File: config.mk
export PLATFORM = sky130hd
export DESIGN_NAME = pe_nic_tx_flat
export DESIGN_NICKNAME = d
export VERILOG_FILES = /design/src/rtl/mesh_pkg.sv /design/src/rtl/pe_nic_tx_if.sv /design/src/rtl/sync_fifo.sv /design/src/rtl/pe_nic_tx.sv /design/src/flat_wrapper.sv
export SDC_FILE = /design/constraint.sdc
export NUM_CORES = 1
export LEC_CHECK = 0
export ABC_CLOCK_PERIOD_IN_PS = 4500
export BUFFER_PORTS_ARGS = -buffer_cell sky130_fd_sc_hd__buf_4
export CAP_MARGIN = 15
export CORE_ASPECT_RATIO = 0.5
export CORE_MARGIN = 5
export CORE_UTILIZATION = 45
export CTS_BUF_LIST = sky130_fd_sc_hd__clkbuf_16
export DETAILED_ROUTE_END_ITERATION = 16
export HOLD_SLACK_MARGIN = 0.1
export PLACE_DENSITY = 0.73
export SLEW_MARGIN = 10
export SYNTH_ARGS = -nofsm -noshare
export SYNTH_HDL_FRONTEND = slang
export SYNTH_SLANG_ARGS = --single-unit
File: constraint.sdc
create_clock -name clk -period 4.5 [get_ports clk]
set_input_delay 0.9 -clock clk [delete_from_list [all_inputs] [get_ports clk]]
set_output_delay 0.9 -clock clk [all_outputs]
set_load 0.02 [all_outputs]
File: src/rtl/mesh_pkg.sv
// Mesh packet layout constants and header construction shared by the mesh NIC blocks.
package mesh_pkg;

  localparam int unsigned PKT_W    = 64;
  localparam int unsigned HDR_W    = PKT_W - 1;
  localparam int unsigned COORD_W  = 2;
  localparam int unsigned DATA_W   = 32;
  localparam int unsigned CNT_W    = 16;

  localparam int unsigned VC_BIT   = 63;
  localparam int unsigned DIRA_BIT = 62;
  localparam int unsigned DIRB_BIT = 61;
  localparam int unsigned HOPA_MSB = 55;
  localparam int unsigned HOPA_LSB = 52;
  localparam int unsigned HOPB_MSB = 51;
  localparam int unsigned HOPB_LSB = 48;
  localparam int unsigned SRC_MSB  = 47;
  localparam int unsigned SRC_LSB  = 32;
  localparam int unsigned DATA_MSB = 31;

  // Packet without the vc bit; vc is stamped at injection time.
  function automatic logic [HDR_W-1:0] build_hdr(
    input logic [COORD_W-1:0] src_a,
    input logic [COORD_W-1:0] src_b,
    input logic [COORD_W-1:0] dst_a,
    input logic [COORD_W-1:0] dst_b,
    input logic [DATA_W-1:0]  data
  );
    logic [2:0]       sa, sb, da, db, ha, hb;
    logic [HDR_W-1:0] p;
    sa = 3'(src_a);
    sb = 3'(src_b);
    da = 3'(dst_a);
    db = 3'(dst_b);
    ha = (da > sa) ? (da - sa) : (sa - da);
    hb = (db > sb) ? (db - sb) : (sb - db);
    p                      = '0;
    p[DIRA_BIT]            = (da > sa);
    p[DIRB_BIT]            = (db > sb);
    p[HOPA_MSB:HOPA_LSB]   = 4'(ha);
    p[HOPB_MSB:HOPB_LSB]   = 4'(hb);
    p[SRC_MSB:SRC_LSB]     = {6'b0, src_a, 6'b0, src_b};
    p[DATA_MSB:0]          = data;
    return p;
  endfunction

endpackage

File: src/rtl/pe_nic_tx_if.sv
// PE request channel plus router PE-input channel of the NIC transmitter.
interface pe_nic_tx_if;
  import mesh_pkg::*;

  logic               req_valid;
  logic               req_ready;
  logic [COORD_W-1:0] req_dst_a;
  logic [COORD_W-1:0] req_dst_b;
  logic [DATA_W-1:0]  req_data;
  logic               peri;
  logic               pesi;
  logic [PKT_W-1:0]   pedi;

  modport master (
    output req_valid, req_dst_a, req_dst_b, req_data, peri,
    input  req_ready, pesi, pedi
  );

  modport slave (
    input  req_valid, req_dst_a, req_dst_b, req_data, peri,
    output req_ready, pesi, pedi
  );
endinterface

File: src/rtl/sync_fifo.sv
// Synchronous FIFO with extra-MSB pointers for full/empty detection.
module sync_fifo #(
  parameter int unsigned WIDTH = 63,
  parameter int unsigned DEPTH = 4
) (
  input  logic             clk,
  input  logic             reset,
  input  logic             push,
  input  logic             pop,
  input  logic [WIDTH-1:0] wdata,
  output logic [WIDTH-1:0] rdata,
  output logic             full,
  output logic             empty
);
  localparam int unsigned AW = $clog2(DEPTH);

  logic [AW:0]      wr_ptr_q, wr_ptr_d, rd_ptr_q, rd_ptr_d;
  logic [WIDTH-1:0] mem_q [DEPTH];
  logic [WIDTH-1:0] mem_d [DEPTH];
  logic             do_push, do_pop;

  always_comb begin
    empty    = (wr_ptr_q == rd_ptr_q);
    full     = (wr_ptr_q[AW] != rd_ptr_q[AW]) && (wr_ptr_q[AW-1:0] == rd_ptr_q[AW-1:0]);
    do_push  = push && !full;
    do_pop   = pop && !empty;
    wr_ptr_d = wr_ptr_q + {{AW{1'b0}}, do_push};
    rd_ptr_d = rd_ptr_q + {{AW{1'b0}}, do_pop};
    mem_d    = mem_q;
    if (do_push) mem_d[wr_ptr_q[AW-1:0]] = wdata;
    rdata    = mem_q[rd_ptr_q[AW-1:0]];
  end

  always_ff @(posedge clk) begin
    if (reset) begin
      wr_ptr_q <= '0;
      rd_ptr_q <= '0;
    end else begin
      wr_ptr_q <= wr_ptr_d;
      rd_ptr_q <= rd_ptr_d;
    end
  end

  // Storage needs no reset; validity is tracked by the pointers.
  always_ff @(posedge clk) begin
    mem_q <= mem_d;
  end
endmodule

File: src/rtl/pe_nic_tx.sv
// PE-side mesh NIC transmitter: builds headers at accept, queues them and injects
// into the local router PE port with the vc bit taken from the mesh polarity.
module pe_nic_tx
  import mesh_pkg::*;
#(
  parameter int unsigned SRC_A      = 1,
  parameter int unsigned SRC_B      = 1,
  parameter int unsigned FIFO_DEPTH = 4
) (
  input  logic             clk,
  input  logic             reset,
  input  logic             polarity,
  pe_nic_tx_if.slave       nic,
  output logic             drop,
  output logic [CNT_W-1:0] sent_count
);
  localparam logic [COORD_W-1:0] SRC_A_C = COORD_W'(SRC_A);
  localparam logic [COORD_W-1:0] SRC_B_C = COORD_W'(SRC_B);

  logic             full, empty, accept, is_self, push, pop;
  logic [HDR_W-1:0] wdata, head;

  logic             pesi_q, pesi_d;
  logic [PKT_W-1:0] pedi_q, pedi_d;
  logic             drop_q, drop_d;
  logic [CNT_W-1:0] sent_count_q, sent_count_d;

  sync_fifo #(
    .WIDTH (HDR_W),
    .DEPTH (FIFO_DEPTH)
  ) u_fifo (
    .clk   (clk),
    .reset (reset),
    .push  (push),
    .pop   (pop),
    .wdata (wdata),
    .rdata (head),
    .full  (full),
    .empty (empty)
  );

  // Accept/drop decision and injection datapath.
  always_comb begin
    wdata        = build_hdr(SRC_A_C, SRC_B_C, nic.req_dst_a, nic.req_dst_b, nic.req_data);
    accept       = nic.req_valid && !full;
    is_self      = (nic.req_dst_a == SRC_A_C) && (nic.req_dst_b == SRC_B_C);
    push         = accept && !is_self;
    pop          = !empty && nic.peri;
    pesi_d       = pop;
    pedi_d       = pedi_q;
    if (pop) pedi_d = {polarity, head};
    drop_d       = accept && is_self;
    sent_count_d = sent_count_q + CNT_W'(pop);
  end

  always_ff @(posedge clk) begin
    if (reset) begin
      pesi_q       <= 1'b0;
      pedi_q       <= '0;
      drop_q       <= 1'b0;
      sent_count_q <= '0;
    end else begin
      pesi_q       <= pesi_d;
      pedi_q       <= pedi_d;
      drop_q       <= drop_d;
      sent_count_q <= sent_count_d;
    end
  end

  assign nic.req_ready = !full;
  assign nic.pesi      = pesi_q;
  assign nic.pedi      = pedi_q;
  assign drop          = drop_q;
  assign sent_count    = sent_count_q;
endmodule

File: src/flat_wrapper.sv
// flat-port wrapper written by rule: the top's interface ports become plain ports
module pe_nic_tx_flat import mesh_pkg::*;
#(
  parameter int unsigned SRC_A      = 1,
  parameter int unsigned SRC_B      = 1,
  parameter int unsigned FIFO_DEPTH = 4
)
  (clk, reset, polarity, drop, sent_count, nic_req_valid, nic_req_dst_a, nic_req_dst_b, nic_req_data, nic_peri, nic_req_ready, nic_pesi, nic_pedi);
  pe_nic_tx_if nic_i ();
  input  logic clk;
  input  logic reset;
  input  logic polarity;
  output logic drop;
  output logic [CNT_W-1:0] sent_count;
  input wire logic [$bits(nic_i.req_valid)-1:0] nic_req_valid;
  input wire logic [$bits(nic_i.req_dst_a)-1:0] nic_req_dst_a;
  input wire logic [$bits(nic_i.req_dst_b)-1:0] nic_req_dst_b;
  input wire logic [$bits(nic_i.req_data)-1:0] nic_req_data;
  input wire logic [$bits(nic_i.peri)-1:0] nic_peri;
  output wire logic [$bits(nic_i.req_ready)-1:0] nic_req_ready;
  output wire logic [$bits(nic_i.pesi)-1:0] nic_pesi;
  output wire logic [$bits(nic_i.pedi)-1:0] nic_pedi;
  assign nic_i.req_valid = nic_req_valid;
  assign nic_i.req_dst_a = nic_req_dst_a;
  assign nic_i.req_dst_b = nic_req_dst_b;
  assign nic_i.req_data = nic_req_data;
  assign nic_i.peri = nic_peri;
  assign nic_req_ready = nic_i.req_ready;
  assign nic_pesi = nic_i.pesi;
  assign nic_pedi = nic_i.pedi;
  pe_nic_tx #(.SRC_A(SRC_A), .SRC_B(SRC_B), .FIFO_DEPTH(FIFO_DEPTH)) u_core (.clk(clk), .reset(reset), .polarity(polarity), .nic(nic_i), .drop(drop), .sent_count(sent_count));
endmodule
==> results of run 1 <==
## cell type report
type / instances / area, um2 / share of cell area
Timing Repair Buffer: 112 / 841 / 0.0834
Multi-Input combinational cell: 280 / 2150 / 0.213
Sequential cell: 226 / 6130 / 0.608
Inverter: 7 / 26.3 / 0.00261
Tap cell: 259 / 324 / 0.0322
Clock inverter: 16 / 108 / 0.0107
Clock buffer: 20 / 500 / 0.0497
## logic make-up (layout without fill, tap and decap cells)
logic type,count (synthesis),count (layout),synth area share
muxes,41,41,0.107
other,1,29,0.000441
and+or+nand+nor,141,141,0.0725
xor gates and xnor gates,17,17,0.0175
adders and majority gates,6,6,0.00884
buffers and inverters,56,155,0.0427
DFF,226,226,0.721
AOI/OAI and AO/OA,46,46,0.0295
## power by group
part / switching (uW) / total (uW) / internal, uW
clock network: 710 / 1580 / 870
logic: 447 / 790 / 343
registers: 62.0 / 2440 / 2380
## worst max-delay path, cell delays in order (launching register included)
cell and delay [ps]:
dfxtp_1 490, xor2_1 180, or3_1 430, buf_4 190
## synthesized netlist by cell type, types with 2 or more instances
library cell | n | share of area
a21oi_1 | 43 | 0.025
and2_1 | 2 | 0.0015
buf_2 | 7 | 0.0041
buf_4 | 22 | 0.019
buf_6 | 8 | 0.011
clkbuf_1 | 11 | 0.0049
dfxtp_1 | 66 | 0.16
edfxtp_1 | 160 | 0.57
ha_1 | 6 | 0.0088
inv_1 | 6 | 0.0027
mux4_2 | 40 | 0.11
nand2_1 | 88 | 0.039
nand3_1 | 7 | 0.0041
nand4_1 | 4 | 0.0029
nor2_1 | 18 | 0.0080
nor2b_1 | 7 | 0.0052
nor3_1 | 4 | 0.0024
nor3b_1 | 2 | 0.0018
nor4_1 | 3 | 0.0022
or3_1 | 2 | 0.0015
xnor2_1 | 10 | 0.010
xor2_1 | 7 | 0.0072
## through the flow
| step | std cells | util | hold slack (ps) |
|---|---|---|---|
| after detailed placement | 884 | 0.512 | 449 |
| after global routing | 920 | 0.545 | 469 |
| final | 920 | 0.545 | 455 |
| after global placement | 884 | 0.512 | 442 |
| after floorplan | 562 | - | 533 |
| after CTS | 920 | 0.545 | 457 |
## state kept, by name (all words and copies together), names as in the netlist
name and cells:
u_core.nic.pedi 42, u_core.u_fifo.mem_q 160, u_core.u_fifo.rd_ptr_q 3, u_core.drop 1, u_core.sent_count 16, u_core.nic.pesi 1
u_core.u_fifo.wr_ptr_q 3
## routing by layer
layer / part of all wire / global-route usage / vias up
met1: 0.43 / 0.189 / 2317
met2: 0.50 / 0.251 / 110
met5: 0 / 0 / -
met4: 0.014 / 0.0268 / 0
li1: - / - / 2145
met3: 0.053 / 0.0314 / 19
## worst paths after layout
path	start	to	slack, ps	depth (start not counted)
setup / recovery	u_core.u_fifo.wr_ptr_q[1]	nic_req_ready	1830	3
hold / removal	u_core.nic.pedi[3]	u_core.nic.pedi[3]	460	2
setup reg to reg	u_core.u_fifo.wr_ptr_q[1]	u_core.u_fifo.mem_q[137]	1860	5
hold reg to reg	u_core.nic.pedi[3]	u_core.nic.pedi[3]	460	2
==> metrics.log, run 1 <==
[metrics] maximum number of pins on one net before global-route repair: 68
[metrics] TritonCTS clock tree: yes
[metrics] clock root buffer: clkbuf_16
[metrics] Hold/Removal Path Class: reg -> reg
[metrics] die width: just over 200 um
[metrics] number of buffers inserted for hold repair after clock tree synthesis: 0
[metrics] share of synthesized flip-flops with an asynchronous set or reset: 0
[metrics] post-placement worst setup slack: 1560 ps
[metrics] vias in the first global route: 4633
[metrics] Slew HR: 0.462
[metrics] flip-flop cell with the highest count after synthesis: edfxtp_1
[metrics] HPWL reported at the end of detailed placement: approximately 9700 um
[metrics] Clock H-tree levels: 1
[metrics] ratio of cells with drive above 1 in the final layout: 0.286
[metrics] number of vias in the routed layout: 4591
[metrics] average routed wire per standard cell: 17.3 um
[metrics] slew at the pin with the worst max-slew slack: 807 ps
[metrics] vias per inst: 4.99
[metrics] antenna fix cells: 0
[metrics] distinct cell type count after synthesis: 33
[metrics] final max-slew violation count: 0
[metrics] # clock sinks: 226
[metrics] crit-path max FO: 6
[metrics] clock latency reported for the late side of the worst-skew pair: 490 ps
[metrics] post-route minimum period: 2670 ps
[metrics] area of the core: roughly 18000 um2
[metrics] clock-pin slew of the registers on the worst-case setup and hold paths: 70 ps
[metrics] Setup crit end kind: output port
[metrics] post-synthesis sequential area ratio: 0.721
[metrics] initial antenna violation count: 0
[metrics] number of resized instances in the post-cts repair step: 0
[metrics] number of endpoints with negative hold slack in the final report: 0
[metrics] number of buffers between clock root and the deepest sink: 3
[metrics] sort of element at the start of the critical path: register
[metrics] die area: 21900 um2
[metrics] Worst Clk Skew: approximately 14 ps
[metrics] GRT Resource Usage Total: 0.144
[metrics] finished layout cell area: slightly above 10000 um2
[metrics] Req. time, crit path: approximately 3600 ps
[metrics] leading cell type in the layout, fill and taps excluded: edfxtp_1
[metrics] CTS Buf Count: 20
[metrics] count of buffers inserted at the top-level ports: 102
[metrics] peak ir drop on the vdd network: roughly 0.00025 V
[metrics] number of cell rows: 35
[metrics] RD Place Congestion: 0.783
[metrics] total global routing overflow: 0
[metrics] RSZ-0062 raised after global routing: false
[metrics] placed instance area: 9470 um2
[metrics] number of nets with antenna violations after routing: 0
[metrics] number of search-and-repair iterations in the first detailed-routing pass: 4
[metrics] wire length of the first global-routing pass: 25000 um
[metrics] Post-Route Setup TNS: 0 ps
[metrics] netlist area before placement: 8490 um2
[metrics] power per cell area: 478 nW/um2
[metrics] io pins: 124
[metrics] Final Power: 4810 uW
[metrics] post-CTS setup buffer count: 0
[metrics] outcome: finished, final reports clean
[metrics] count of maximum capacitance violations: 0
[metrics] Period Utilization, post-route: 0.593
[metrics] synthesis-to-layout area growth: 18.6%
[metrics] Final Worst Setup Slack: 1830 ps
[metrics] Synthesis Warnings: 0
[metrics] number of cells produced by synthesis: between 500 and 600
[metrics] number of DRC violations after detailed routing: 0
[metrics] flip-flop and latch count after synthesis: roughly 230
[metrics] maximum achievable frequency: between 300 and 400 MHz
[metrics] Final setup viols: 0
[metrics] EDFF count, synth: 160
[metrics] highest-count cells in the layout ignoring fill and taps: edfxtp_1 (160), buf_4 (112), nand2_1 (88)
[metrics] Syn Area/Cell: ~16 um2
[metrics] leakage dissipation: 0.00357 uW
[metrics] Data arrival, critical path: between 1500 and 2000 ps
[metrics] DRT iter0 DRCs: 249
[metrics] Setup Crit Path Kind: reg -> out
[metrics] effective utilization at floorplan: 0.460
[metrics] number of nets in the finished design: about 690
[metrics] filler instances: 1437
[metrics] vertical extent of the die: 107 um
[metrics] routed wire length: 15900 um
No activity file was read; power rests on OpenSTA's default activity.
==> run 2: changes to the inputs <==
ABC_AREA = 1   (was unset)
ABC_CLOCK_PERIOD_IN_PS = 2700   (was 4500)
PLACE_DENSITY = 0.69   (was 0.73)
clock period = 2.7 ns   (was 4.5 ns; I/O delays follow)
==> metrics.log, run 2 <==
[metrics] outcome: finished, final reports clean (unchanged)
[metrics] critical register-to-register path endpoint: u_core.sent_count[12] (was u_core.u_fifo.mem_q[137])
[metrics] Clock H-tree levels: 1 (unchanged)
[metrics] leading cell type in the layout, fill and taps excluded: nand2_1 (was edfxtp_1)
[metrics] start of the worst register-to-register path: u_core.u_fifo.wr_ptr_q[1] (unchanged)
[metrics] power per cell area: 767 nW/um2 (was 478 nW/um2)
[metrics] Final Power: 8810 uW (was 4810 uW)
[metrics] launch instance of the worst min-delay path: nic_req_data[29] (was u_core.nic.pedi[3])
[metrics] Cells after DPL: 1463 (was 884)
[metrics] final core utilization: 0.531 (was 0.545)
[metrics] number of vias in the routed layout: 7000 (was 4591)
[metrics] Slew HR: 0.385 (was 0.462)
[metrics] HPWL reported at the end of detailed placement: 12200 um (was 9690 um)
[metrics] TritonCTS clock tree: yes (unchanged)
[metrics] post-route minimum period: 2190 ps
[metrics] Data arrival, critical path: 2610 ps (was 1770 ps)
[metrics] commonest cells in the synthesized netlist: nand2_1 (277), inv_1 (234), edfxtp_1 (160) (was edfxtp_1 (160), nand2_1 (88), dfxtp_1 (66))
[metrics] sequential fraction of design power: 0.469 (was 0.507)
[metrics] ratio of cells with drive above 1 in the final layout: 0.129 (was 0.286)
[metrics] Switching Share: 0.305 (was 0.253)
[metrics] RSZ-0062 raised after global routing: false (unchanged)
[metrics] Setup Crit Path Kind: reg -> reg (was reg -> out)
[metrics] cell count of the worst hold path: 1 (was 2)
[metrics] share of synthesized flip-flops with an asynchronous set or reset: 0 (unchanged)
[metrics] maximum achievable frequency: 457 MHz
[metrics] # clock sinks: 226 (unchanged)
[metrics] number of search-and-repair iterations in the first detailed-routing pass: 7 (was 4)
[metrics] final standard cell count with taps included and fillers excluded: 1501 (was 920)
[metrics] post-synthesis sequential area ratio: 0.620 (was 0.721)
[metrics] Synthesis Warnings: 0 (unchanged)
[metrics] sequential cell area in the final layout: 6130 um2 (about the same)
[metrics] GRT Resource Usage Total: 0.161 (was 0.144)
[metrics] number of buffers between clock root and the deepest sink: 3 (unchanged)
[metrics] Syn Area/Cell: 9.03 um2 (was 15.9 um2)
[metrics] average routed wire per standard cell: 13.5 um (was 17.3 um)
[metrics] share of the synthesized area in the top cell type: 0.486 (was 0.566)
[metrics] vias per inst: 4.66 (was 4.99)
[metrics] number of nets in the finished design: 1233 (was 694)
[metrics] crit-path max FO: 6 (unchanged)
[metrics] die width: 220 um (was 204 um)
[metrics] Req. time, crit path: 3130 ps (was 3600 ps)
[metrics] post-synthesis cell type with the largest combined area: edfxtp_1 (unchanged)
[metrics] area of the core: 21600 um2 (was 18500 um2)
[metrics] filler instances: 1928 (was 1437)
[metrics] DRT iter0 DRCs: 533 (was 249)
[metrics] final max-slew violation count: 0 (unchanged)
[metrics] clock root buffer: clkbuf_16 (unchanged)
[metrics] number of cells produced by synthesis: 1095 (was 534)
[metrics] maximum number of pins on one net before global-route repair: 83 (was 68)
[metrics] number of buffers inserted for hold repair after clock tree synthesis: 0 (unchanged)
[metrics] flip-flop and latch count after synthesis: 226 (unchanged)
[metrics] peak ir drop on the vdd network: 0.000349 V (was 0.000254 V)
[metrics] multi-input combinational cell area: 2580 um2 (was 2150 um2)
[metrics] number of resized instances in the post-cts repair step: 0 (unchanged)
[metrics] r2r setup slk: 510 ps (was 1860 ps)
[metrics] terminating pin of the worst hold path: u_core.u_fifo.mem_q[29] (was u_core.nic.pedi[3])
[metrics] wire length of the first global-routing pass: 32800 um (was 25000 um)
[metrics] die area: 25200 um2 (was 21900 um2)
[metrics] number of cell rows: 38 (was 35)
[metrics] vertical extent of the die: 115 um (was 107 um)
[metrics] routed wire length: 20300 um (was 15900 um)
[metrics] total global routing overflow: 0 (unchanged)
[metrics] clock-pin slew of the registers on the worst-case setup and hold paths: 70 ps (about the same)
[metrics] most common cell in the netlist: nand2_1 (was edfxtp_1)
[metrics] vias in the first global route: 6548 (was 4633)
[metrics] Final setup viols: 0 (unchanged)
[metrics] slew at the pin with the worst max-slew slack: 923 ps (was 807 ps)
[metrics] synth top area cells: edfxtp_1 (49%), dfxtp_1 (13%), nand2_1 (11%) (was edfxtp_1 (57%), dfxtp_1 (16%), mux4_2 (11%))
[metrics] Setup crit end kind: register (was output port)
[metrics] post-CTS setup buffer count: 0 (unchanged)
[metrics] logic depth of the worst register-to-register path: 16 (was 5)
[metrics] flip-flop count of the largest register after layout: 160 (unchanged)
[metrics] number of nets with antenna violations after routing: 0 (unchanged)
[metrics] clock power share: 0.297 (was 0.328)
[metrics] Top reg by flops: u_core.u_fifo.mem_q (unchanged)
[metrics] Post-Route Setup TNS: 0 ps (unchanged)
[metrics] CTS Buf Count: 21 (was 20)
[metrics] initial antenna violation count: 0 (unchanged)
[metrics] highest-count cells in the layout ignoring fill and taps: nand2_1 (277), inv_1 (238), edfxtp_1 (160) (was edfxtp_1 (160), buf_4 (112), nand2_1 (88))
[metrics] EDFF count, synth: 160 (unchanged)
[metrics] count of maximum capacitance violations: 0 (unchanged)
[metrics] NetSw: 2690 uW (was 1220 uW)
[metrics] number of DRC violations after detailed routing: 0 (unchanged)
[metrics] flip-flop cell with the highest count after synthesis: edfxtp_1 (unchanged)
[metrics] clock latency reported for the late side of the worst-skew pair: 490 ps (about the same)
[metrics] antenna fix cells: 0 (unchanged)
[metrics] Period Utilization, post-route: 0.810
[metrics] RD Place Congestion: 0.875 (was 0.783)
[metrics] number of endpoints with negative hold slack in the final report: 0 (unchanged)
[metrics] io pins: 124 (unchanged)
[metrics] Hold/Removal Path Class: in -> reg (was reg -> reg)
[metrics] count of buffers inserted at the top-level ports: 102 (unchanged)
[metrics] total internal power: 6130 uW (was 3590 uW)
[metrics] distinct cell type count after synthesis: 25 (was 33)
[metrics] sort of element at the start of the critical path: register (unchanged)
[metrics] leakage dissipation: 0.00543 uW (was 0.00357 uW)
[metrics] synthesis-to-layout area growth: 16.2% (was 18.6%)
[metrics] netlist area before placement: 9880 um2 (was 8490 um2)
[metrics] Worst Clk Skew: 14.6 ps (was 13.8 ps)
[metrics] proportion of power drawn by combinational gates: 0.234 (was 0.164)
[metrics] effective utilization at floorplan: 0.457 (was 0.460)
[run 2: cell count changes in the layout (fill, tap and decap cells not counted), sizes merged, moves of 3 or more]
| cell | change |
|---|---|
| nand3 | +122 |
| xor2 | -5 |
| buf | +3 |
| mux4 | -40 |
| nor3 | +3 |
| nor2 | +59 |
| nor4 | -4 |
| inv | +228 |
| xnor2 | -7 |
| nand2 | +189 |
| o21ai | +4 |
| nor2b | -7 |
| clkinv | +4 |
[run 2: how the worst max path moves through the flow]
stage,from,to,cells after the start
3_3_place_gp,nic_req_dst_a[1],u_core.u_fifo.mem_q[149],6
2_1_floorplan,u_core.u_fifo.rd_ptr_q[1],u_core.u_fifo.mem_q[0],7
4_1_cts,u_core.u_fifo.wr_ptr_q[1],u_core.sent_count[12],16
5_1_grt,u_core.u_fifo.wr_ptr_q[1],u_core.sent_count[12],16
3_5_place_dp,nic_req_dst_a[1],u_core.u_fifo.mem_q[86],6
6_report,u_core.u_fifo.wr_ptr_q[1],u_core.sent_count[12],16
[run 2: critical path: stages, from the launching register on]
cell	delay [ps]
dfxtp_1	390
inv_1	100
nand2_1	70
nand2_1	100
nand3_4	90
nand2_1	90
inv_1	80
ha_1	160
ha_1	170
nand2_1	70
inv_1	80
nand2_1	80
nor2_1	290
nand3_1	150
nand2_1	90
nand2_1	50
nor2_1	80
[run 2: layout make-up]
cell class,instances,area share
Clock buffer,21,0.0458
Clock inverter,17,0.00697
Inverter,236,0.0771
Multi-Input combinational cell,586,0.224
Sequential cell,226,0.534
Tap cell,300,0.0327
Timing Repair Buffer,115,0.0795
[run 2: cells by family (layout without fill, tap and decap cells)]
family | after synthesis | in the layout | share of synthesized area
and+or+nand+nor | 495 | 495 | 0.207
buffers and inverters | 311 | 389 | 0.134
other | 1 | 29 | 0.000379
adders and majority gates | 6 | 6 | 0.00759
AOI/OAI and AO/OA | 51 | 51 | 0.0263
DFF | 226 | 226 | 0.620
xor gates and xnor gates | 5 | 5 | 0.00519
[run 2: stage by stage]
stage	instance area (um2)	worst slack (ps)	hold slack, ps
final	11500	514	240
after CTS	11500	516	216
after global placement	10900	561	462
after floorplan	9990	-495	504
after detailed placement	10900	532	469
after global routing	11500	179	223
[run 2: power by group through the flow]
stage	Combinational, uW	Clock, uW	Sequential [uW]
after CTS	2090	2700	4130
after floorplan	1340	0	4380
final	2060	2620	4130
after detailed placement	2080	0	4200
after global placement	2040	0	4200
after global routing	2340	2850	4160
[run 2: metal layers]
metal / vias to the layer above / GRT usage / part of all wire
met5: - / 0 / 0
met4: 0 / 0.0245 / 0.012
met3: 20 / 0.0313 / 0.062
met2: 151 / 0.286 / 0.49
met1: 3301 / 0.212 / 0.44
li1: 3528 / - / -
==> run 3: changes to the inputs <==
ABC_CLOCK_PERIOD_IN_PS = 1800   (was 2700)
PLACE_DENSITY = 0.72   (was 0.69)
clock period = 1.8 ns   (was 2.7 ns; I/O delays follow)
==> metrics.log, run 3 (synthesized netlist as in run 2, its figures left out) <==
[metrics] ratio of cells with drive above 1 in the final layout: 0.162 (was 0.129)
[metrics] Clock H-tree levels: 1 (unchanged)
[metrics] chain of cells forming the critical path: inv_4 > nand2_1 > nand2_2 > nand4_1 > buf_4 > buf_6 (was inv_1 > nand2_1 > nand2_1 > nand3_4 > nand2_1 > inv_1 > ha_1 > ha_1 > nand2_1 > inv_1 > nand2_1 > nor2_1 > nand3_1 > nand2_1 > nand2_1 > nor2_1)
[metrics] TritonCTS clock tree: yes (unchanged)
[metrics] average routed wire per standard cell: 13.9 um (was 13.5 um)
[metrics] HPWL reported at the end of detailed placement: 13100 um (was 12200 um)
[metrics] number of buffers between clock root and the deepest sink: 3 (unchanged)
[metrics] total global routing overflow: 0 (unchanged)
[metrics] final standard cell count with taps included and fillers excluded: 1557 (was 1501)
[metrics] power per cell area: 1110 nW/um2 (was 767 nW/um2)
[metrics] Cells after DPL: 1475 (was 1463)
[metrics] count of buffers inserted at the top-level ports: 102 (unchanged)
[metrics] number of nets with antenna violations after routing: 0 (unchanged)
[metrics] Switching Share: 0.309 (was 0.305)
[metrics] die width: 220 um (unchanged)
[metrics] vias per inst: 4.68 (was 4.66)
[metrics] initial antenna violation count: 0 (unchanged)
[metrics] io pins: 124 (unchanged)
[metrics] vertical extent of the die: 115 um (unchanged)
[metrics] die area: 25200 um2 (unchanged)
[metrics] CTS Buf Count: 21 (unchanged)
[metrics] wire length of the first global-routing pass: 34900 um (was 32800 um)
[metrics] number of search-and-repair iterations in the first detailed-routing pass: 5 (was 7)
[metrics] effective utilization at floorplan: 0.457 (unchanged)
[metrics] finished layout cell area: 12200 um2 (was 11500 um2)
[metrics] Final Hold Slack: 172 ps (was 240 ps)
[metrics] NetSw: 4200 uW (was 2690 uW)
[metrics] GRT Resource Usage Total: 0.170 (was 0.161)
[metrics] Slew HR: 0.628 (was 0.385)
[metrics] number of vias in the routed layout: 7287 (was 7000)
[metrics] leading cell type in the layout, fill and taps excluded: nand2_1 (unchanged)
[metrics] slew at the pin with the worst max-slew slack: 558 ps (was 923 ps)
[metrics] maximum achievable frequency: 550 MHz
[metrics] vias in the first global route: 7090 (was 6548)
[metrics] total internal power: 9410 uW (was 6130 uW)
[metrics] RD Place Congestion: 0.833 (was 0.875)
[metrics] flip-flop count of the largest register after layout: 160 (unchanged)
[metrics] # clock sinks: 226 (unchanged)
[metrics] leakage dissipation: 0.00576 uW (was 0.00543 uW)
[metrics] Setup crit end kind: output port (was register)
[metrics] sequential fraction of design power: 0.456 (was 0.469)
[metrics] antenna fix cells: 0 (unchanged)
[metrics] delay of the slowest critical-path stage: 360 ps (was 390 ps)
[metrics] highest-count cells in the layout ignoring fill and taps: nand2_1 (271), inv_1 (238), edfxtp_1 (160) (was nand2_1 (277), inv_1 (238), edfxtp_1 (160))
[metrics] post-placement worst setup slack: -43.6 ps (was 532 ps)
[metrics] Setup Crit Path Kind: reg -> out (was reg -> reg)
[metrics] outcome: finished, violations left (was finished, final reports clean)
[metrics] area of the core: 21600 um2 (unchanged)
[metrics] Hold/Removal Path Class: in -> reg (unchanged)
[metrics] Final Worst Setup Slack: -18.0 ps (was 514 ps)
[metrics] clock latency reported for the late side of the worst-skew pair: 500 ps (was 490 ps)
[metrics] clock power share: 0.295 (was 0.297)
[metrics] Period Utilization, post-route: 1.01
[metrics] maximum number of pins on one net before global-route repair: 83 (unchanged)
[metrics] slowest cell on the critical path: dfxtp_4 (was dfxtp_1)
[metrics] sort of element at the start of the critical path: register (unchanged)
[metrics] Final setup viols: 3 (was 0)
[metrics] number of nets in the finished design: 1289 (was 1233)
[metrics] number of endpoints with negative hold slack in the final report: 0 (unchanged)
[metrics] proportion of power drawn by combinational gates: 0.249 (was 0.234)
[metrics] Data arrival, critical path: 1460 ps (was 2610 ps)
[metrics] clock-pin slew of the registers on the worst-case setup and hold paths: 70 ps (about the same)
[metrics] count of maximum capacitance violations: 0 (unchanged)
[metrics] Worst Clk Skew: 9.59 ps (was 14.6 ps)
[metrics] DRT iter0 DRCs: 650 (was 533)
[metrics] RSZ-0062 raised after global routing: true (was false)
[metrics] peak ir drop on the vdd network: 0.000532 V (was 0.000349 V)
[metrics] Req. time, crit path: 1440 ps (was 3130 ps)
[metrics] Top reg by flops: u_core.u_fifo.mem_q (unchanged)
[metrics] routed wire length: 21700 um (was 20300 um)
[metrics] post-route minimum period: 1820 ps
[metrics] Final Power: 13600 uW (was 8810 uW)
[metrics] clock root buffer: clkbuf_16 (unchanged)
[metrics] synthesis-to-layout area growth: 23.8% (was 16.2%)
[metrics] crit-path max FO: 4 (was 6)
[metrics] number of DRC violations after detailed routing: 0 (unchanged)
[metrics] final max-slew violation count: 0 (unchanged)
[metrics] placed instance area: 11100 um2 (was 10900 um2)
[metrics] violated checks: setup timing
[metrics] number of cell rows: 38 (unchanged)
## run 3: cell count changes in the layout (fill, tap and decap cells not counted), sizes merged
cell / before / now
buf: 115 / 137
dlygate4sd3: 0 / 34
clkinvlp: 1 / 2
inv: 242 / 246
clkinv: 10 / 5
## run 3: path summary, 6_finish.rpt
path / start / end / slack [ps] / cells after the start
min reg2reg: u_core.nic.pedi[26] / u_core.nic.pedi[26] / 480 / 2
max: u_core.u_fifo.rd_ptr_q[1] / nic_req_ready / -20 / 6
max reg2reg: u_core.u_fifo.rd_ptr_q[0] / u_core.sent_count[14] / -20 / 14
min: nic_req_valid / u_core.drop / 170 / 3
## run 3: what timing repair did
item,4_1_cts,5_1_grt
setup buffers,4,6
gates resized for setup,10,15
setup endpoints to repair,5,31
hold endpoints to repair,136,0
pin swaps,6,9
hold buffers,34,0
## run 3: power by group through the flow
stage	Clock, uW	Combinational, uW	Sequential [uW]
after floorplan	0	2040	6560
after global placement	0	3180	6300
after detailed placement	0	3250	6310
after CTS	4120	3370	6200
after global routing	4350	3770	6240
final	4020	3390	6200
## run 3: through the flow
| step | TNS [ps] | utilization |
|---|---|---|
| 5_1_grt | -902 | 0.566 |
| 3_3_place_gp | 0 | 0.514 |
| 6_report | -49.3 | 0.566 |
| 3_5_place_dp | -77.6 | 0.514 |
| 4_1_cts | -57.6 | 0.561 |
| 2_1_floorplan | -48990 | - |
## run 3: per-layer routing
metal / global-route usage / wire [um] / part of all wire
met4: 0.0445 / 297 / 0.014
met3: 0.0313 / 1270 / 0.058
met1: 0.217 / 9420 / 0.43
met2: 0.304 / 10700 / 0.49
met5: 0 / 0 / 0
## run 3: cell type report
| cell class | count | area [um2] |
|---|---|---|
| clock buffer | 21 | 526 |
| clock inverter | 17 | 92.6 |
| fill | 1810 | 9390 |
| inverter | 236 | 893 |
| multi-input combinational | 586 | 2690 |
| sequential | 226 | 6140 |
| tap | 300 | 375 |
| timing repair buffer | 171 | 1530 |
## run 3: critical path, delay by kind of cell, from the launching register on
kind | cells | cell delay [ps]
flops | 1 | 360
buf+inv | 3 | 350
simple gates | 3 | 250
